[config.mk]
export PLATFORM = sky130hd
export DESIGN_NAME = idex_pipe_reg_flat
export DESIGN_NICKNAME = d
export VERILOG_FILES = /design/src/rtl/idex_pipe_reg_pkg.sv /design/src/rtl/idex_pipe_reg_if.sv /design/src/rtl/idex_operand_refresh.sv /design/src/rtl/idex_pipe_reg.sv /design/src/flat_wrapper.sv
export SDC_FILE = /design/constraint.sdc
export NUM_CORES = 1
export LEC_CHECK = 0
export BUFFER_PORTS_ARGS = -buffer_cell sky130_fd_sc_hd__buf_2
export CAP_MARGIN = 20
export CORE_AREA = 2 2 136 138
export CTS_CLUSTER_SIZE = 10
export DETAILED_ROUTE_END_ITERATION = 12
export DIE_AREA = 0 0 138 140
export MAX_ROUTING_LAYER = met4
export PLACE_DENSITY_LB_ADDON = 0.25
export SLEW_MARGIN = 20
export SYNTH_ARGS = -nofsm -noshare
export SYNTH_HDL_FRONTEND = slang
export SYNTH_SLANG_ARGS = --single-unit
[constraint.sdc]
create_clock -name clk -period 5.45 [get_ports clk]
set_input_delay 0.2725 -clock clk [delete_from_list [all_inputs] [get_ports clk]]
set_output_delay 0.2725 -clock clk [all_outputs]
set_load 0.02 [all_outputs]
[src/rtl/idex_pipe_reg_pkg.sv]
// rtl/idex_pipe_reg_pkg.sv - shared widths, control-bus layout and field extraction for the ID/EX register
//
// Control bus layout (IDEX_CTRL_W = 12):
//   [0]     rs_read
//   [1]     rt_read
//   [2]     reg_write
//   [4:3]   reg_write_src
//   [9:5]   alu_op
//   [10]    mem_read
//   [11]    mem_write
// An all-zero control word is a bubble: it never reads, writes or touches memory.

`ifndef IDEX_PIPE_REG_DEFS
`define IDEX_PIPE_REG_DEFS

`define WORD_WIDTH   32
`define REG_ADDR_W   5
`define REG_ZERO     5'd0
`define ZERO_WORD    32'd0
`define IDEX_CTRL_W  12

`define IDEX_RS_READ_OFF    0
`define IDEX_RT_READ_OFF    1
`define IDEX_REG_WRITE_OFF  2
`define IDEX_REG_W_SRC_OFF  3
`define IDEX_REG_W_SRC_W    2
`define IDEX_ALU_OP_OFF     5
`define IDEX_ALU_OP_W       5
`define IDEX_MEM_READ_OFF   10
`define IDEX_MEM_WRITE_OFF  11

`define CTRL_RS_READ(c)   c[`IDEX_RS_READ_OFF]
`define CTRL_RT_READ(c)   c[`IDEX_RT_READ_OFF]
`define CTRL_REG_WRITE(c) c[`IDEX_REG_WRITE_OFF]
`define CTRL_REG_W_SRC(c) c[`IDEX_REG_W_SRC_OFF +: `IDEX_REG_W_SRC_W]
`define CTRL_ALU_OP(c)    c[`IDEX_ALU_OP_OFF +: `IDEX_ALU_OP_W]
`define CTRL_MEM_READ(c)  c[`IDEX_MEM_READ_OFF]
`define CTRL_MEM_WRITE(c) c[`IDEX_MEM_WRITE_OFF]

`endif

package idex_pipe_reg_pkg;

  localparam int WORD_W     = `WORD_WIDTH;
  localparam int REG_ADDR_W = `REG_ADDR_W;
  localparam int CTRL_W     = `IDEX_CTRL_W;

  localparam logic [REG_ADDR_W-1:0] REG_ZERO = `REG_ZERO;

  localparam logic [CTRL_W-1:0] CTRL_BUBBLE = '0;

  // A WB write refreshes a held operand only if it targets a real register
  // and matches the operand's index.
  function automatic logic wb_hits(input logic                  wb_we,
                                   input logic [REG_ADDR_W-1:0] wb_addr,
                                   input logic [REG_ADDR_W-1:0] op_addr);
    return wb_we && (wb_addr != REG_ZERO) && (wb_addr == op_addr);
  endfunction

endpackage

[src/rtl/idex_pipe_reg_if.sv]
// rtl/idex_pipe_reg_if.sv - ID/EX bus: ID inputs, hazard/flush controls, WB snoop port and EX outputs
//
// Modports:
//   master - the driving side (ID stage, hazard unit, WB, EX consumer)
//   slave  - the ID/EX pipeline register
// Optional: IDEX_PERF_CNT_EN adds perf_hold_cycles / perf_flushes.

interface idex_pipe_reg_if
  import idex_pipe_reg_pkg::*;
#(
  parameter int W      = `WORD_WIDTH,
  parameter int CTRL_W = `IDEX_CTRL_W
);

  logic                  id_valid;
  logic [W-1:0]          id_pc;
  logic [W-1:0]          id_imm;
  logic [W-1:0]          id_rs_val;
  logic [W-1:0]          id_rt_val;
  logic [REG_ADDR_W-1:0] id_rs_addr;
  logic [REG_ADDR_W-1:0] id_rt_addr;
  logic [REG_ADDR_W-1:0] id_wr_addr;
  logic [CTRL_W-1:0]     id_ctrl;

  logic                  flush;
  logic                  mem_ex_hazard;
  logic                  mem_stall;

  logic                  wb_reg_write;
  logic [REG_ADDR_W-1:0] wb_reg_write_addr;
  logic [W-1:0]          wb_reg_write_data;

  logic                  ex_valid;
  logic [W-1:0]          ex_pc;
  logic [W-1:0]          ex_imm;
  logic [W-1:0]          ex_rs_val;
  logic [W-1:0]          ex_rt_val;
  logic [REG_ADDR_W-1:0] ex_rs_addr;
  logic [REG_ADDR_W-1:0] ex_rt_addr;
  logic [REG_ADDR_W-1:0] ex_wr_addr;
  logic [CTRL_W-1:0]     ex_ctrl;
  logic                  id_stall;

`ifdef IDEX_PERF_CNT_EN
  logic [31:0]           perf_hold_cycles;
  logic [31:0]           perf_flushes;
`endif

  modport master (
`ifdef IDEX_PERF_CNT_EN
    input  perf_hold_cycles, perf_flushes,
`endif
    output id_valid, id_pc, id_imm, id_rs_val, id_rt_val,
           id_rs_addr, id_rt_addr, id_wr_addr, id_ctrl,
           flush, mem_ex_hazard, mem_stall,
           wb_reg_write, wb_reg_write_addr, wb_reg_write_data,
    input  ex_valid, ex_pc, ex_imm, ex_rs_val, ex_rt_val,
           ex_rs_addr, ex_rt_addr, ex_wr_addr, ex_ctrl, id_stall
  );

  modport slave (
`ifdef IDEX_PERF_CNT_EN
    output perf_hold_cycles, perf_flushes,
`endif
    input  id_valid, id_pc, id_imm, id_rs_val, id_rt_val,
           id_rs_addr, id_rt_addr, id_wr_addr, id_ctrl,
           flush, mem_ex_hazard, mem_stall,
           wb_reg_write, wb_reg_write_addr, wb_reg_write_data,
    output ex_valid, ex_pc, ex_imm, ex_rs_val, ex_rt_val,
           ex_rs_addr, ex_rt_addr, ex_wr_addr, ex_ctrl, id_stall
  );

endinterface

[src/rtl/idex_operand_refresh.sv]
// rtl/idex_operand_refresh.sv - next value of one held operand given the WB write port
//
// Ports:
//   held_val   in  W           operand value currently latched in ID/EX
//   held_addr  in  REG_ADDR_W  register index of that operand
//   wb_we      in  1           WB writes the regfile this cycle
//   wb_addr    in  REG_ADDR_W  WB destination index
//   wb_data    in  W           WB write data
//   next_val   out W           value the operand should hold next cycle

module idex_operand_refresh
  import idex_pipe_reg_pkg::*;
#(
  parameter int W = `WORD_WIDTH
) (
  input  logic [W-1:0]          held_val,
  input  logic [REG_ADDR_W-1:0] held_addr,
  input  logic                  wb_we,
  input  logic [REG_ADDR_W-1:0] wb_addr,
  input  logic [W-1:0]          wb_data,
  output logic [W-1:0]          next_val
);

  always_comb begin
    next_val = held_val;
    if (wb_hits(wb_we, wb_addr, held_addr)) begin
      next_val = wb_data;
    end
  end

endmodule

[src/rtl/idex_pipe_reg.sv]
// rtl/idex_pipe_reg.sv - ID/EX pipeline register with hold, flush-to-bubble and WB snoop of held operands
//
// Ports:
//   clk  in  clock
//   rst  in  asynchronous active-high reset; register becomes a bubble, all outputs 0
//   bus  idex_pipe_reg_if.slave: id_* in, flush/mem_ex_hazard/mem_stall in,
//        wb_* in, ex_* out (registered), id_stall out (combinational)
// Optional: IDEX_PERF_CNT_EN adds perf_hold_cycles and perf_flushes counters.

module idex_pipe_reg
  import idex_pipe_reg_pkg::*;
#(
  parameter int W      = `WORD_WIDTH,
  parameter int CTRL_W = `IDEX_CTRL_W
) (
  input  logic              clk,
  input  logic              rst,
  idex_pipe_reg_if.slave    bus
);

  logic                  ex_valid_q;
  logic [W-1:0]          ex_pc_q;
  logic [W-1:0]          ex_imm_q;
  logic [W-1:0]          ex_rs_val_q;
  logic [W-1:0]          ex_rt_val_q;
  logic [REG_ADDR_W-1:0] ex_rs_addr_q;
  logic [REG_ADDR_W-1:0] ex_rt_addr_q;
  logic [REG_ADDR_W-1:0] ex_wr_addr_q;
  logic [CTRL_W-1:0]     ex_ctrl_q;

  logic                  hold;
  logic [W-1:0]          rs_refreshed;
  logic [W-1:0]          rt_refreshed;

  // Only a real instruction can be held; a bubble always advances.
  // Flush overrides hold so ID is released in the same cycle.
  assign hold = ex_valid_q & (bus.mem_ex_hazard | bus.mem_stall) & ~bus.flush;

  idex_operand_refresh #(.W(W)) u_rs_refresh (
    .held_val  (ex_rs_val_q),
    .held_addr (ex_rs_addr_q),
    .wb_we     (bus.wb_reg_write),
    .wb_addr   (bus.wb_reg_write_addr),
    .wb_data   (bus.wb_reg_write_data),
    .next_val  (rs_refreshed)
  );

  idex_operand_refresh #(.W(W)) u_rt_refresh (
    .held_val  (ex_rt_val_q),
    .held_addr (ex_rt_addr_q),
    .wb_we     (bus.wb_reg_write),
    .wb_addr   (bus.wb_reg_write_addr),
    .wb_data   (bus.wb_reg_write_data),
    .next_val  (rt_refreshed)
  );

  always_ff @(posedge clk or posedge rst) begin
    if (rst) begin
      ex_valid_q   <= 1'b0;
      ex_pc_q      <= '0;
      ex_imm_q     <= '0;
      ex_rs_val_q  <= '0;
      ex_rt_val_q  <= '0;
      ex_rs_addr_q <= '0;
      ex_rt_addr_q <= '0;
      ex_wr_addr_q <= '0;
      ex_ctrl_q    <= '0;
    end else if (bus.flush) begin
      ex_valid_q   <= 1'b0;
      ex_pc_q      <= '0;
      ex_imm_q     <= '0;
      ex_rs_val_q  <= '0;
      ex_rt_val_q  <= '0;
      ex_rs_addr_q <= '0;
      ex_rt_addr_q <= '0;
      ex_wr_addr_q <= '0;
      ex_ctrl_q    <= '0;
    end else if (hold) begin
      // Everything else keeps its value; operands track WB so the held
      // instruction sees the result of a writer that retires meanwhile.
      ex_rs_val_q  <= rs_refreshed;
      ex_rt_val_q  <= rt_refreshed;
    end else if (bus.id_valid) begin
      // No refresh here: the regfile already bypasses a same-cycle WB.
      ex_valid_q   <= 1'b1;
      ex_pc_q      <= bus.id_pc;
      ex_imm_q     <= bus.id_imm;
      ex_rs_val_q  <= bus.id_rs_val;
      ex_rt_val_q  <= bus.id_rt_val;
      ex_rs_addr_q <= bus.id_rs_addr;
      ex_rt_addr_q <= bus.id_rt_addr;
      ex_wr_addr_q <= bus.id_wr_addr;
      ex_ctrl_q    <= bus.id_ctrl;
    end else begin
      ex_valid_q   <= 1'b0;
      ex_pc_q      <= '0;
      ex_imm_q     <= '0;
      ex_rs_val_q  <= '0;
      ex_rt_val_q  <= '0;
      ex_rs_addr_q <= '0;
      ex_rt_addr_q <= '0;
      ex_wr_addr_q <= '0;
      ex_ctrl_q    <= CTRL_BUBBLE;
    end
  end

  assign bus.ex_valid   = ex_valid_q;
  assign bus.ex_pc      = ex_pc_q;
  assign bus.ex_imm     = ex_imm_q;
  assign bus.ex_rs_val  = ex_rs_val_q;
  assign bus.ex_rt_val  = ex_rt_val_q;
  assign bus.ex_rs_addr = ex_rs_addr_q;
  assign bus.ex_rt_addr = ex_rt_addr_q;
  assign bus.ex_wr_addr = ex_wr_addr_q;
  assign bus.ex_ctrl    = ex_ctrl_q;
  assign bus.id_stall   = hold;

`ifdef IDEX_PERF_CNT_EN
  logic [31:0] perf_hold_q;
  logic [31:0] perf_flush_q;

  // Only flushes that actually kill an instruction are counted.
  always_ff @(posedge clk or posedge rst) begin
    if (rst) begin
      perf_hold_q  <= '0;
      perf_flush_q <= '0;
    end else begin
      if (hold) begin
        perf_hold_q <= perf_hold_q + 32'd1;
      end
      if (bus.flush && ex_valid_q) begin
        perf_flush_q <= perf_flush_q + 32'd1;
      end
    end
  end

  assign bus.perf_hold_cycles = perf_hold_q;
  assign bus.perf_flushes     = perf_flush_q;
`endif

endmodule

[src/flat_wrapper.sv]
// flat-port wrapper written by rule: the top's interface ports become plain ports
module idex_pipe_reg_flat import idex_pipe_reg_pkg::*;
#(
  parameter int W      = `WORD_WIDTH,
  parameter int CTRL_W = `IDEX_CTRL_W
)
  (clk, rst, bus_id_valid, bus_id_pc, bus_id_imm, bus_id_rs_val, bus_id_rt_val, bus_id_rs_addr, bus_id_rt_addr, bus_id_wr_addr, bus_id_ctrl, bus_flush, bus_mem_ex_hazard, bus_mem_stall, bus_wb_reg_write, bus_wb_reg_write_addr, bus_wb_reg_write_data, bus_ex_valid, bus_ex_pc, bus_ex_imm, bus_ex_rs_val, bus_ex_rt_val, bus_ex_rs_addr, bus_ex_rt_addr, bus_ex_wr_addr, bus_ex_ctrl, bus_id_stall);
  idex_pipe_reg_if #(.W(W), .CTRL_W(CTRL_W)) bus_i ();
  input  logic clk;
  input  logic rst;
  input wire logic [$bits(bus_i.id_valid)-1:0] bus_id_valid;
  input wire logic [$bits(bus_i.id_pc)-1:0] bus_id_pc;
  input wire logic [$bits(bus_i.id_imm)-1:0] bus_id_imm;
  input wire logic [$bits(bus_i.id_rs_val)-1:0] bus_id_rs_val;
  input wire logic [$bits(bus_i.id_rt_val)-1:0] bus_id_rt_val;
  input wire logic [$bits(bus_i.id_rs_addr)-1:0] bus_id_rs_addr;
  input wire logic [$bits(bus_i.id_rt_addr)-1:0] bus_id_rt_addr;
  input wire logic [$bits(bus_i.id_wr_addr)-1:0] bus_id_wr_addr;
  input wire logic [$bits(bus_i.id_ctrl)-1:0] bus_id_ctrl;
  input wire logic [$bits(bus_i.flush)-1:0] bus_flush;
  input wire logic [$bits(bus_i.mem_ex_hazard)-1:0] bus_mem_ex_hazard;
  input wire logic [$bits(bus_i.mem_stall)-1:0] bus_mem_stall;
  input wire logic [$bits(bus_i.wb_reg_write)-1:0] bus_wb_reg_write;
  input wire logic [$bits(bus_i.wb_reg_write_addr)-1:0] bus_wb_reg_write_addr;
  input wire logic [$bits(bus_i.wb_reg_write_data)-1:0] bus_wb_reg_write_data;
  output wire logic [$bits(bus_i.ex_valid)-1:0] bus_ex_valid;
  output wire logic [$bits(bus_i.ex_pc)-1:0] bus_ex_pc;
  output wire logic [$bits(bus_i.ex_imm)-1:0] bus_ex_imm;
  output wire logic [$bits(bus_i.ex_rs_val)-1:0] bus_ex_rs_val;
  output wire logic [$bits(bus_i.ex_rt_val)-1:0] bus_ex_rt_val;
  output wire logic [$bits(bus_i.ex_rs_addr)-1:0] bus_ex_rs_addr;
  output wire logic [$bits(bus_i.ex_rt_addr)-1:0] bus_ex_rt_addr;
  output wire logic [$bits(bus_i.ex_wr_addr)-1:0] bus_ex_wr_addr;
  output wire logic [$bits(bus_i.ex_ctrl)-1:0] bus_ex_ctrl;
  output wire logic [$bits(bus_i.id_stall)-1:0] bus_id_stall;
  assign bus_i.id_valid = bus_id_valid;
  assign bus_i.id_pc = bus_id_pc;
  assign bus_i.id_imm = bus_id_imm;
  assign bus_i.id_rs_val = bus_id_rs_val;
  assign bus_i.id_rt_val = bus_id_rt_val;
  assign bus_i.id_rs_addr = bus_id_rs_addr;
  assign bus_i.id_rt_addr = bus_id_rt_addr;
  assign bus_i.id_wr_addr = bus_id_wr_addr;
  assign bus_i.id_ctrl = bus_id_ctrl;
  assign bus_i.flush = bus_flush;
  assign bus_i.mem_ex_hazard = bus_mem_ex_hazard;
  assign bus_i.mem_stall = bus_mem_stall;
  assign bus_i.wb_reg_write = bus_wb_reg_write;
  assign bus_i.wb_reg_write_addr = bus_wb_reg_write_addr;
  assign bus_i.wb_reg_write_data = bus_wb_reg_write_data;
  assign bus_ex_valid = bus_i.ex_valid;
  assign bus_ex_pc = bus_i.ex_pc;
  assign bus_ex_imm = bus_i.ex_imm;
  assign bus_ex_rs_val = bus_i.ex_rs_val;
  assign bus_ex_rt_val = bus_i.ex_rt_val;
  assign bus_ex_rs_addr = bus_i.ex_rs_addr;
  assign bus_ex_rt_addr = bus_i.ex_rt_addr;
  assign bus_ex_wr_addr = bus_i.ex_wr_addr;
  assign bus_ex_ctrl = bus_i.ex_ctrl;
  assign bus_id_stall = bus_i.id_stall;
  idex_pipe_reg #(.W(W), .CTRL_W(CTRL_W)) u_core (.clk(clk), .rst(rst), .bus(bus_i));
endmodule
== Word level (Yosys, flattened, before mapping) ==
Index checks and enable logic that the tools add are counted.

* Flip-flop bits (word level): 156
* Output and inout bits: 157

* Eq/ne operators: 5
* Mux-type cells: 29
* Bitwise gates (word level): 4
* Reduce and logical (&&, ||, !) cells: 4

{| class="wikitable"
|+ Operator list
! operator !! number
|-
| 32-bit two-way mux || 14
|-
| 5-bit two-way mux || 9
|-
| 12-bit two-way mux || 3
|-
| 5-bit equality test || 2
|-
| 3-bit by 2-bit inequality test with 1-bit output, second input constant || 2
|-
| 5-bit nonzero test || 1
|-
| 1-bit logical AND || 3
|-
| 1-bit two-way mux || 3
|-
| 1-bit AND || 2
|-
| 2-bit inequality test, second input constant || 1
|-
| 1-bit NOT || 1
|-
| 1-bit bitwise OR || 1
|}

== Logic depth before layout (Yosys ltp) ==
Gate-level depths: netlist (run 1).

* Depth in word-level cells: 6
* Mapped depth: 6
* Gate-level depth less buffers: 4

== Cells and area by module ==
Synthesis (run 1) repeated with hierarchy kept, for this count alone.

* Cells, all modules: 442
* Area, all modules: 6707.7 um^2

{| class="wikitable"
|+ Modules (own cells, without submodules)
! module !! times used !! cells each !! area each (um^2)
|-
| idex_pipe_reg || 1 || 352 || 5519.0
|-
| idex_operand_refresh || 2 || 45 || 594.3
|}

== Worst setup path after synthesis (run 1) ==
No wires, ideal clock.

* Path kind: flip-flop to flip-flop
* From: reg u_core.ex_valid_q, in the netlist u_core.bus.ex_valid
* To: reg u_core.ex_rs_addr_q[0], in the netlist u_core.bus.ex_rs_addr[0]
* Setup time: 0.066 ns
* Data arrival time: 1.706 ns
* Slack: 3.678 ns
* Cell stages (with the launch flop): 6
* Period minus slack after synthesis: 1.772 ns
* Path through: dfrtp_1 o21ai_1 nor2_4 clkbuf_1 clkbuf_1 a22o_1

* Cells in the longest elaborated chain, start to end: 3

{| class="wikitable"
|+ RTL lines
! what !! line !! RTL
|-
| start: declaration || idex_pipe_reg.sv:21 || <nowiki>logic ex_valid_q;</nowiki>
|-
| start signal: assignment || idex_pipe_reg.sv:59 || <nowiki>ex_valid_q <= 1'b0;</nowiki>
|-
| start signal: assignment || idex_pipe_reg.sv:69 || <nowiki>ex_valid_q <= 1'b0;</nowiki>
|-
| start signal: assignment || idex_pipe_reg.sv:85 || <nowiki>ex_valid_q <= 1'b1;</nowiki>
|-
| 1-bit AND (2 in a row) || idex_pipe_reg.sv:37 || <nowiki>assign hold = ex_valid_q & (bus.mem_ex_hazard | bus.mem_stall) & ~bus.flush;</nowiki>
|-
| net bus_id_stall || flat_wrapper.sv:35 || <nowiki>output wire logic [$bits(bus_i.id_stall)-1:0] bus_id_stall;</nowiki>
|-
| 2-bit inequality test (no source line) || n/a ||
|-
| end signal: assignment || idex_pipe_reg.sv:90 || <nowiki>ex_rs_addr_q <= bus.id_rs_addr;</nowiki>
|-
| end: declaration || idex_pipe_reg.sv:26 || <nowiki>logic [REG_ADDR_W-1:0] ex_rs_addr_q;</nowiki>
|}

The timed path passes the listed nets, and every way through them passes these cells.
A chain may end at the register's enable or synchronous reset.

== Final worst setup path (run 1) ==
* From: reg u_core.ex_valid_q, in the netlist u_core.bus.ex_valid
* To: out bus_id_stall

* Cells in the longest elaborated chain, start to end: 2

{| class="wikitable"
|+ RTL lines
! what !! line
|-
| 1-bit AND (2 in a row) || idex_pipe_reg.sv:37
|-
| end: declaration || flat_wrapper.sv:35
|}

Every way passes these cells.

==> results of run 1 <==
[worst max path at each step]
stage	start	to	cells after the start
after floorplan	rst	u_core.bus.ex_ctrl[0]$_DFFE_PP0P_	1
after global placement	bus_mem_stall	bus_id_stall	5
after detailed placement	bus_mem_stall	bus_id_stall	5
after CTS	u_core.bus.ex_valid$_DFFE_PP0P_	bus_id_stall	4
after global routing	u_core.bus.ex_valid$_DFFE_PP0P_	bus_id_stall	4
final	u_core.bus.ex_valid$_DFFE_PP0P_	bus_id_stall	4
[area by class of cell]
class / instances / share of cell area, %
sequential: 156 / 42.6
multi-input combinational: 241 / 27.4
timing repair buffer: 361 / 20.0
clock buffer: 17 / 4.64
tap: 229 / 3.12
clock inverter: 15 / 2.13
inverter: 2 / 0.136
[Yosys cell counts (2+ instances only)]
master | n | area (sq um)
buf_2 | 24 | 120
dfrtp_1 | 156 | 3900
mux2_1 | 3 | 33.8
xnor2_1 | 10 | 87.6
a22o_1 | 155 | 1360
buf_6 | 6 | 67.6
nand2_1 | 2 | 7.51
o31ai_4 | 2 | 42.5
nand3_1 | 2 | 10.0
mux2_4 | 60 | 901
clkbuf_1 | 9 | 33.8
inv_1 | 2 | 7.51
[report_power, final]
part           internal, mW  total, mW  switching (mW)
combinational         0.200      0.453           0.253
clock                 0.739       1.25           0.516
sequential             1.22       1.27          0.0412
total                  2.16       2.97           0.810
[cells by family after synthesis]
| family | Yosys count | share of synthesized area (%) |
|---|---|---|
| buf+inv | 42 | 3.50 |
| flops | 156 | 58.8 |
| compound gates | 160 | 21.5 |
| mux | 64 | 14.2 |
| xor+xnor | 10 | 1.32 |
| simple gates | 7 | 0.716 |
[flip-flops by register name (all words and copies together) (netlist names)]
| register | count |
|---|---|
| u_core.bus.ex_rs_addr | 5 |
| u_core.bus.ex_rt_addr | 5 |
| u_core.bus.ex_rt_val | 32 |
| u_core.bus.ex_ctrl | 12 |
| u_core.bus.ex_wr_addr | 5 |
| u_core.bus.ex_imm | 32 |
| u_core.bus.ex_rs_val | 32 |
| u_core.bus.ex_valid | 1 |
| u_core.bus.ex_pc | 32 |
[metrics by stage]
stage / instances / worst slack [ps] / hold WS, ps
2_1_floorplan: 439 / 971 / 336
3_3_place_gp: 989 / 3070 / 476
3_5_place_dp: 989 / 3010 / 478
4_1_cts: 1021 / 2580 / 41.9
6_report: 1021 / 2640 / 17.2
5_1_grt: 1021 / 2460 / 41.2
[routing by layer]
layer  vias to the layer above  part of all wire [%]  GRT usage (%)
met5                         -                     0              -
met4                         0                   1.2           5.16
met3                        21                   8.2           7.01
met2                       268                    50           33.4
met1                      2578                    41           24.6
li1                       2368                     -              -
==> out/results.ini, run 1 <==
[run_status]
outcome=completed

[clock_network]
post_cts_buffers=0
clock-sinks=156
clock_path_buffers=2
cts_tree=yes
ctsResizeCount=0
cts-root-buf=clkbuf_16
cts_hold_buf=0
htree_levels=4
numCtsBuffers=17
path_clk_slew_ps=70
clock_latency_ps=420

[global_route]
first_global_vias=5584
grt_pass1_wl_um=30700
overflow=0
grt_util_all_layers_pct=20.5
grt_max_degree=156
antenna_found_initial=0

[floorplan]
die-area_sq_um=19300
pin_count=356
num_rows=49
start_util_pct=37.4
core_area_sq_um=17800
fp.dieH_um=140
die_w_um=138

[sta]
finalHoldViolCount=0
slew_violations=0
slew_headroom_pct=40.5
worst_clock_skew_ps=12.2
setup_viol=0
period_minus_slack_ps=2810
fmax_ghz=0.356
worst_pin_slew_ps=892
grt_setup_unrepaired=false
post-route-period-util_pct=51.5
tns_ps=0

[setup_path]
worstPathRequired_ps=5180
worst_ep_arrival_time_ps=2530
crit_family=buffers and inverters
cp.buffers_inverters=2
r2r_cells=5
path_cells=o21ai_1 > nor2_4 > buf_4 > buf_2
startpoint_type=flop
crit-reg2reg-launch=u_core.bus.ex_valid$_DFFE_PP0P_
critical_path_class=reg2out
slowest_stage=buf_4
end_kind=output pin
critPathMaxFanout=85
reg2reg_to=u_core.bus.ex_rs_val[28]$_DFFE_PP0P_
rrSetupSlack_ps=3180
slowest_delay_ps=770

[yosys]
synth.cell_area_sq_um=6640
syn_nets=638
ys_ff_latch=156
yosysSeqAreaShare_pct=58.8
syn-instance-count=439
synth_async_sr_flop_share_pct=100
synth_edf_count=0
yosysWarnings=0
synth_cell_types=20
ys.flop_type=dfrtp_1
syn_area_per_cell_sq_um=15.1

[placed_design]
io_buffer_count=355
post-dp-hpwl_um=13600
gp_congestion=0.929
placed_cell_area_sq_um=8550

[routing]
avgRoutedWirePerCell_um=19.1
drt-vias-per-instance=5.13
drt-initial-drc-count=189
antenna_left=0
drc=0
routed-via-count=5235
firstDrtPassIters=4
finalWirelength_um=19500

[cells_and_area]
area_growth_pct=38.0
postLayoutCoreUtil_pct=51.6
layout-drive-gt1-share_pct=58.2
final_cell_mix=355 x buf_2, 156 x dfrtp_1, 155 x a22o_1
final_nets=978
seq_area_sq_um=3900
layout_commonest_cell=buf_2
n_antenna_cell=0
final_area_sq_um=9170
num-fill-cells=1587
multi_input_area_sq_um=2510

[job]
maxCapViolations=0

[power_and_ir_drop]
ir_worst_vdd_v=0.000179
p_leak_nw=5.23
power.total_mw=2.97
powerDensity_nw_per_um2=324

[min_path]
hold_class=in2async

No activity file was read; power rests on OpenSTA's default activity.
==> inputs of run 2 (changes only) <==
==> constraint.sdc (replaced) <==
create_clock -name clk -period 2.6 [get_ports clk]
set_input_delay 0.13 -clock clk [delete_from_list [all_inputs] [get_ports clk]]
set_output_delay 0.13 -clock clk [all_outputs]
set_load 0.02 [all_outputs]
==> run 2 against run 1 <==
Compared with the run above: via count grew 9.0%; sequential share of layout area down 4.1 points; total power rose by 110%; clock skew fell by 1.3 ps; cell count is 9.3% higher; die area unchanged; routed wire length rose by 4.2%; cell area rose by 11%; sequential power increased by 110%; core utilization grew 5.5 points; highest routed layer unchanged; register-to-register slack got worse by 2600 ps; critical path depth is the same.
==> out/results.ini, run 2 (synthesis results as in run 1) <==
[floorplan]
fp.dieH_um=140  ; unchanged
die_w_um=138  ; unchanged
die-area_sq_um=19300  ; unchanged
pin_count=356  ; unchanged
num_rows=49  ; unchanged
core_area_sq_um=17800  ; unchanged
start_util_pct=37.4  ; unchanged

[min_path]
hold_class=in2reg  ; was in2async

[sta]
worst_slack_ps=493  ; was 2640 ps
tns_ps=0  ; unchanged
grt_setup_unrepaired=false  ; unchanged
slew_headroom_pct=54.6  ; was 40.5%
setup_viol=0  ; unchanged
post-route-period-util_pct=81.0
period_minus_slack_ps=2110
finalHoldViolCount=0  ; unchanged
hold_slack_ps=42.5  ; was 17.2 ps
worst_clock_skew_ps=10.8  ; was 12.2 ps
worst_pin_slew_ps=681  ; was 892 ps
slew_violations=0  ; unchanged
fmax_ghz=0.475

[setup_path]
end_kind=output pin  ; unchanged
worstPathRequired_ps=2470  ; was 5180 ps
worst_ep_arrival_time_ps=1980  ; was 2530 ps
critical_path_class=reg2out  ; unchanged
startpoint_type=flop  ; unchanged
critPathMaxFanout=156  ; was 85

[clock_network]
clock-sinks=156  ; unchanged
cts_tree=yes  ; unchanged
post_cts_buffers=0  ; unchanged
cts-root-buf=clkbuf_16  ; unchanged
numCtsBuffers=17  ; unchanged
clock_path_buffers=2  ; unchanged
clock_latency_ps=430  ; was 420 ps
path_clk_slew_ps=70  ; about the same
htree_levels=4  ; unchanged

[cells_and_area]
fin_cells=1116  ; was 1021
postLayoutCoreUtil_pct=57.1  ; was 51.6%
n_antenna_cell=0  ; unchanged
final_nets=1073  ; was 978
final_cell_mix=355 x buf_2, 156 x dfrtp_1, 155 x a22o_1  ; unchanged
layout-drive-gt1-share_pct=52.1  ; was 58.2%
area_growth_pct=52.7  ; was 38.0%
layout_commonest_cell=buf_2  ; unchanged
final_area_sq_um=10100  ; was 9170 sq um

[global_route]
antenna_found_initial=0  ; unchanged
grt_pass1_wl_um=32600  ; was 30700 um
grt_util_all_layers_pct=21.7  ; was 20.5%
overflow=0  ; unchanged
grt_max_degree=157  ; was 156
first_global_vias=6078  ; was 5584

[routing]
drc=0  ; unchanged
firstDrtPassIters=4  ; unchanged
drt-initial-drc-count=218  ; was 189
drt-vias-per-instance=5.11  ; was 5.13
finalWirelength_um=20400  ; was 19500 um
avgRoutedWirePerCell_um=18.3  ; was 19.1 um
antenna_left=0  ; unchanged
routed-via-count=5705  ; was 5235

[placed_design]
io_buffer_count=355  ; unchanged
post-dp-hpwl_um=13400  ; was 13600 um
dp_slack_ps=614  ; was 3010 ps
gp_congestion=0.934  ; was 0.929
post-place-cells=990  ; was 989
placed_cell_area_sq_um=8610  ; was 8550 sq um

[power_and_ir_drop]
powerDensity_nw_per_um2=614  ; was 324 nW/um^2
ir_worst_vdd_v=0.000405  ; was 0.000179 V
power.total_mw=6.23  ; was 2.97 mW
p_leak_nw=5.62  ; was 5.23 nW

[job]
maxCapViolations=0  ; unchanged

[run_status]
outcome=completed  ; unchanged

## run 2: changes by cell type in the layout (fill, tap and decap cells not counted), sizes merged
cell and delta:
dlygate4sd3 +94, bufinv -2, clkinvlp +3, inv -1
buf +1
## run 2: power by group
group          leakage (nW)  switching (mW)  internal (mW)
sequential             2.10          0.0851           2.57
clock                 0.287            1.13           1.37
combinational          3.23           0.554          0.521
total                  5.62            1.77           4.46
## run 2: final timing paths
check	cells past startpoint	startpoint	slack, ps	endpoint
setup / recovery	4	u_core.bus.ex_valid$_DFFE_PP0P_	490	bus_id_stall
hold / removal	3	bus_id_rt_val[25]	40	u_core.bus.ex_rt_val[25]$_DFFE_PP0P_
setup reg to reg	5	u_core.bus.ex_rt_addr[3]$_DFFE_PP0P_	620	u_core.bus.ex_rt_val[24]$_DFFE_PP0P_
hold reg to reg	1	u_core.bus.ex_rt_val[25]$_DFFE_PP0P_	490	u_core.bus.ex_rt_val[25]$_DFFE_PP0P_
max in group asynchronous	4	rst	1830	u_core.bus.ex_rs_val[0]$_DFFE_PP0P_
min in group asynchronous	4	rst	420	u_core.bus.ex_rt_addr[3]$_DFFE_PP0P_
## run 2: what timing repair did
action                     in CTS  in global routing
resized for setup               0                  0
setup endpoints to repair       0                  0
hold buffers                   94                  0
hold endpoints to repair      248                  0
## run 2: final cells by class
cell class              instances  area, sq um
fillers                      1507         7630
flip-flops and latches        156         3900
repair buffers                456         2830
multi-input cells             241         2510
clock buffers                  17          425
well taps                     229          287
clock inverters                15          173
inverters                       2         11.3
## run 2: worst max-delay path: stages (launching register included)
cell	delay (ps)
dfrtp_1	360
o21ai_1	140
nor2_4	210
buf_12	530
buf_2	290
## run 2: metal layers
| layer | global-route usage [%] | share of wire (%) | up-vias |
|---|---|---|---|
| met5 | - | 0 | - |
| met4 | 8.32 | 2.9 | 0 |
| met3 | 6.22 | 8.1 | 50 |
| met2 | 35.2 | 49 | 333 |
| met1 | 25.8 | 40 | 2758 |
| li1 | - | - | 2564 |
